==> src/rtl/mem_access_ctrl.sv <==
// Load/store sequencer driving MAR/MDR/RAM strobes; `MEM_BOUNDS_CHECK_EN adds out-of-range rejection.
// Latency: load rsp_valid at T+3+WAIT_CYCLES, store at T+2+WAIT_CYCLES (T+1 for a rejected address).
// Backpressure: req_ready only in IDLE, one request in flight, no overlap between accesses.
module mem_access_ctrl #(
  parameter int ADDR_W      = 9,
  parameter int DATA_W      = 32,
  parameter int WAIT_CYCLES = 1,
  parameter int MEM_DEPTH   = 512
) (
  input  logic              clock,
  input  logic              clear,
  input  logic              req_valid,
  input  logic              req_write,
  input  logic [ADDR_W-1:0] req_addr,
  input  logic [DATA_W-1:0] req_wdata,
  output logic              req_ready,
  output logic              mar_load,
  output logic [ADDR_W-1:0] mar_data,
  output logic              mdr_load,
  output logic              mdr_read,
  output logic [DATA_W-1:0] mdr_data,
  output logic              ram_read,
  output logic              ram_write,
  input  logic [DATA_W-1:0] ram_rdata,
  output logic              rsp_valid,
  output logic [DATA_W-1:0] rsp_rdata,
  output logic              rsp_err
);

  typedef enum logic [2:0] {
    S_IDLE, S_MAR_LD, S_ACCESS, S_CAPTURE, S_RESP
  } state_t;

  localparam logic [3:0] LP_LAST = 4'(WAIT_CYCLES - 1);

  state_t     r_state;
  logic [3:0] r_cnt;
  logic       r_write;
  logic       w_oob;

`ifdef MEM_BOUNDS_CHECK_EN
  localparam logic [ADDR_W:0] LP_DEPTH = (ADDR_W+1)'(MEM_DEPTH);
  assign w_oob = ({1'b0, req_addr} >= LP_DEPTH);
`else
  // Depth only matters to the bounds check; kept visible so the parameter is not dangling.
  wire w_unused_depth = MEM_DEPTH[0];
  assign w_oob   = 1'b0;
  assign rsp_err = 1'b0;
`endif

  always_ff @(posedge clock) begin
    if (clear) begin
      r_state   <= S_IDLE;
      r_cnt     <= 4'd0;
      r_write   <= 1'b0;
      req_ready <= 1'b1;
      mar_load  <= 1'b0;
      mar_data  <= '0;
      mdr_load  <= 1'b0;
      mdr_read  <= 1'b0;
      mdr_data  <= '0;
      ram_read  <= 1'b0;
      ram_write <= 1'b0;
      rsp_valid <= 1'b0;
      rsp_rdata <= '0;
`ifdef MEM_BOUNDS_CHECK_EN
      rsp_err   <= 1'b0;
`endif
    end else begin
      mar_load  <= 1'b0;
      mdr_load  <= 1'b0;
      mdr_read  <= 1'b0;
      ram_read  <= 1'b0;
      ram_write <= 1'b0;
      rsp_valid <= 1'b0;
`ifdef MEM_BOUNDS_CHECK_EN
      rsp_err   <= 1'b0;
`endif
      case (r_state)
        S_IDLE: begin
          if (req_valid && req_ready) begin
            req_ready <= 1'b0;
            r_write   <= req_write;
            if (w_oob) begin
              r_state   <= S_RESP;
              rsp_valid <= 1'b1;
`ifdef MEM_BOUNDS_CHECK_EN
              rsp_err   <= 1'b1;
`endif
            end else begin
              r_state  <= S_MAR_LD;
              mar_load <= 1'b1;
              mar_data <= req_addr;
              if (req_write) begin
                mdr_load <= 1'b1;
                mdr_data <= req_wdata;
              end
            end
          end
        end
        S_MAR_LD: begin
          r_state   <= S_ACCESS;
          r_cnt     <= 4'd0;
          ram_read  <= !r_write;
          ram_write <= r_write;
        end
        S_ACCESS: begin
          if (r_cnt == LP_LAST) begin
            if (r_write) begin
              r_state   <= S_RESP;
              rsp_valid <= 1'b1;
            end else begin
              // Read strobe stays up through capture so the MDR sees stable RAM data.
              r_state  <= S_CAPTURE;
              ram_read <= 1'b1;
              mdr_load <= 1'b1;
              mdr_read <= 1'b1;
            end
          end else begin
            r_cnt     <= r_cnt + 4'd1;
            ram_read  <= !r_write;
            ram_write <= r_write;
          end
        end
        S_CAPTURE: begin
          rsp_rdata <= ram_rdata;
          r_state   <= S_RESP;
          rsp_valid <= 1'b1;
        end
        S_RESP: begin
          r_state   <= S_IDLE;
          req_ready <= 1'b1;
        end
        default: begin
          r_state   <= S_IDLE;
          req_ready <= 1'b1;
        end
      endcase
    end
  end

endmodule

==> config.mk <==
export PLATFORM = sky130hd
export DESIGN_NAME = mem_access_ctrl
export DESIGN_NICKNAME = d
export VERILOG_FILES = /design/src/rtl/mem_access_ctrl.sv
export SDC_FILE = /design/constraint.sdc
export NUM_CORES = 1
export LEC_CHECK = 0
export BUFFER_PORTS_ARGS = -buffer_cell sky130_fd_sc_hd__buf_2
export CORE_AREA = 2 2 89 91
export CTS_CLUSTER_SIZE = 8
export DETAILED_ROUTE_END_ITERATION = 16
export DIE_AREA = 0 0 91 93
export PLACE_DENSITY = 0.75
export SLEW_MARGIN = 20
export SYNTH_ARGS = -nofsm -noshare
export SYNTH_HDL_FRONTEND = slang
export SYNTH_SLANG_ARGS = --single-unit
==> constraint.sdc <==
create_clock -name clock -period 1.84 [get_ports clock]
set_input_delay 0.184 -clock clock [delete_from_list [all_inputs] [get_ports clock]]
set_output_delay 0.184 -clock clock [all_outputs]
set_load 0.1 [all_outputs]
==> impl_metrics.json <==
{
  "layout-drive-gt1-share_pct": 35.28,
  "tightest_slew_ps": 548.8,
  "grt_pass1_vias": 3011,
  "seq_area_um2": 1763,
  "yosys_warnings": 0,
  "syn-cell-area_um2": 3357,
  "final_core_util_pct": 58.39,
  "finalNonFillerCells": 649,
  "hold_path.class": "input port to flop",
  "hold_end": "rsp_rdata[26]",
  "clk_latency_ps": 350,
  "fp.dieW_um": 91,
  "gp_congestion": 0.7572,
  "power_switching_mw": 1.817,
  "vias": 3364,
  "dieHeight_um": 93,
  "min_from": "ram_rdata[26]",
  "cts.clk_slew.worst_paths_ps": 100,
  "setup-violations-final": 0,
  "initial_core_util_pct": 44.60,
  "fin_crit_sh_pct": 84.93,
  "cts_buffers": 9,
  "placed_cells": 633,
  "ys_dominant_reg_cell": "dfxtp_1",
  "synthArstFlopShare_pct": 0,
  "synthesis.nets": 479,
  "clock_path_buffers": 2,
  "drc": 0,
  "io_pins": 158,
  "design.die.area_um2": 8463,
  "finalSetupTns_ps": 0,
  "cap_violations": 0,
  "sequentialPowerShare_pct": 44.7,
  "cp-end-kind": "flop",
  "pwr-share-clk_pct": 27.4,
  "power_mw": 4.599,
  "synth_largest_area_cell": "dfxtp_1",
  "status": "finished, final reports clean",
  "dp_hpwl_mm": 6.035,
  "syn-mean-instance-area_um2": 8.392,
  "htreeDepth": 3,
  "portBuffers": 156,
  "rows": 32,
  "intPower_mw": 2.782,
  "fmax_mhz": 639.9,
  "synth.ff_latch_count": 88,
  "n_antenna_cell": 0,
  "multiInputGateArea_um2": 1406,
  "rr_startpoint": "r_cnt[0]",
  "synthCells": 400,
  "fill_cells": 718,
  "hold_path_depth": 3,
  "drt_iter0_drc": 156,
  "maxSlewViolCount": 0,
  "fp.coreArea_um2": 7527,
  "arrival_ps": 1840,
  "cts_tree": "done",
  "finClkSkew_ps": 10.35,
  "first_pass_iters": 4,
  "area_growth_pct": 30.94,
  "period_minus_slack_ps": 1563,
  "wire_per_inst_um": 13.39,
  "vdd_drop_max_v": 0.0006288,
  "nNetsFinal": 621,
  "powerDensity_nw_per_um2": 1046,
  "cp.required_ps": 2120,
  "swShare_pct": 39.50,
  "timing.reg2reg.worst_path_depth": 5,
  "placed_area_um2": 4207,
  "combPwrFrac_pct": 27.9,
  "antenna_left": 0,
  "synth-edff-count": 0,
  "clkSinkCount": 88,
  "r2r_end": "r_cnt[0]",
  "yosys.cell_types.count": 36,
  "synth_top_area_share_pct": 52.48,
  "grt_pass1_wl_mm": 13.88,
  "startpoint_type": "flop",
  "maxSlewHeadroom_pct": 63.41,
  "ys_seq_area_share_pct": 52.48,
  "cts-root-buf": "clkbuf_8",
  "p_leak_nw": 1.905,
  "grt_max_degree": 45,
  "hold_violations": 0,
  "avgViaCountPerCell": 5.183,
  "antenna_found_initial": 0,
  "grtUsageTotal_pct": 19.92,
  "overflow": 0,
  "ys_top_cells_by_area": "dfxtp_1, a21oi_1, nand2_1, nand3_1, o21ai_0",
  "ff2ff_setup_slack_ps": 280,
  "drt_wl_total_mm": 8.690,
  "final_cell_area_um2": 4395,
  "path_class": "flop to flop",
  "worst-path-max-fanout": 7,
  "rsz0062_at_grt": "false"
}
==> layer usage <==
| metal | share of wire (%) | GRT usage, % | routed length [µm] |
|---|---|---|---|
| met5 | 0 | 0 | 0 |
| met4 | 1.2 | 8.207 | 102 |
| met3 | 9.9 | 7.333 | 857 |
| met2 | 46 | 31.98 | 3970 |
| met1 | 43 | 24.26 | 3760 |
==> registers in the layout (all words and copies together) (netlist names) <==
| register | flops |
|---|---|
| ram_write | 1 |
| mar_data | 9 |
| mdr_read | 1 |
| ram_read | 1 |
| r_write | 1 |
| rsp_valid | 1 |
| mdr_data | 32 |
| mar_load | 1 |
| rsp_rdata | 32 |
| r_state | 3 |
| req_ready | 1 |
| mdr_load | 1 |
| r_cnt | 4 |
==> cell families after synthesis <==
kind of cell    share of synthesized area, %
fa+ha+maj                             0.7453
buf+inv                                5.777
other cells                           0.1117
flops                                  52.48
compound gates                         19.38
xor+xnor                              0.2609
mux                                   0.5964
simple gates                           20.65
==> worst max path at each step <==
| stage | to | slack, ps | cells after the start | startpoint |
|---|---|---|---|---|
| final | r_cnt[0] | 280 | 5 | r_cnt[0] |
| after global routing | r_cnt[2] | 110 | 5 | r_cnt[0] |
| after CTS | r_state[2] | 140 | 5 | r_cnt[0] |
| after detailed placement | r_state[0] | 160 | 5 | r_cnt[0] |
| after global placement | r_state[0] | 250 | 5 | r_cnt[0] |
| after floorplan | mdr_data[10] | 330 | 4 | req_ready |
==> synth_stat cells, drive strengths merged (2+ instances only) <==
master / count
nand4b: 2
o21ai: 42
dfxtp: 88
a21oi: 76
o311ai: 2
nand3: 42
a211oi: 3
nor4b: 2
nor2: 2
mux2i: 2
nor3: 3
inv: 3
and3b: 2
ha: 2
nor4: 3
nand2: 66
or3b: 4
clkbuf: 21
nand3b: 5
buf: 17
nor3b: 2
==> layout make-up <==
class / instances / share of cell area, %
clock inverters: 7 / 1.366
flip-flops and latches: 88 / 40.11
inverters: 3 / 0.2562
repair buffers: 169 / 20.55
well taps: 102 / 2.903
multi-input cells: 271 / 32.00
clock buffers: 9 / 2.818
==> cell usage in the layout (no fill, tap or decap), types with 4 or more instances in the layout <==
cell        n
or3b_2      4
o21ai_0    42
nand3_1    42
a21oi_1    76
nand3b_1    5
buf_2     156
buf_4      11
dfxtp_1    87
clkbuf_8    9
nand2_1    66
==> per-stage QoR <==
stage          hold slack [ps]  setup WS [ps]
3_5_place_dp             431.4          158.6
5_1_grt                  42.20          113.9
4_1_cts                  35.70          144.6
2_1_floorplan            320.0          330.0
3_3_place_gp             424.1          249.5
6_report                 48.69          277.3
==> timing repair <==
action	CTS	global route
setup buffers	0	0
hold buffers	0	0
gates resized for setup	0	1
setup endpoints to repair	0	3
==> critical path: stages, from the launching register on <==
cell     delay (ps)
dfxtp_1         420
inv_1            60
ha_1            200
nor3b_2         190
or4_1           480
a31oi_1         130
==> power by group through the flow <==
stage	Sequential, mW	Combinational, mW	Clock, mW
4_1_cts	2.06	1.29	1.30
3_5_place_dp	2.10	1.29	0
6_report	2.06	1.28	1.26
5_1_grt	2.07	1.35	1.37
3_3_place_gp	2.09	1.28	0
2_1_floorplan	2.75	0.372	0
Note: power is estimated with default switching activity, not from simulation.
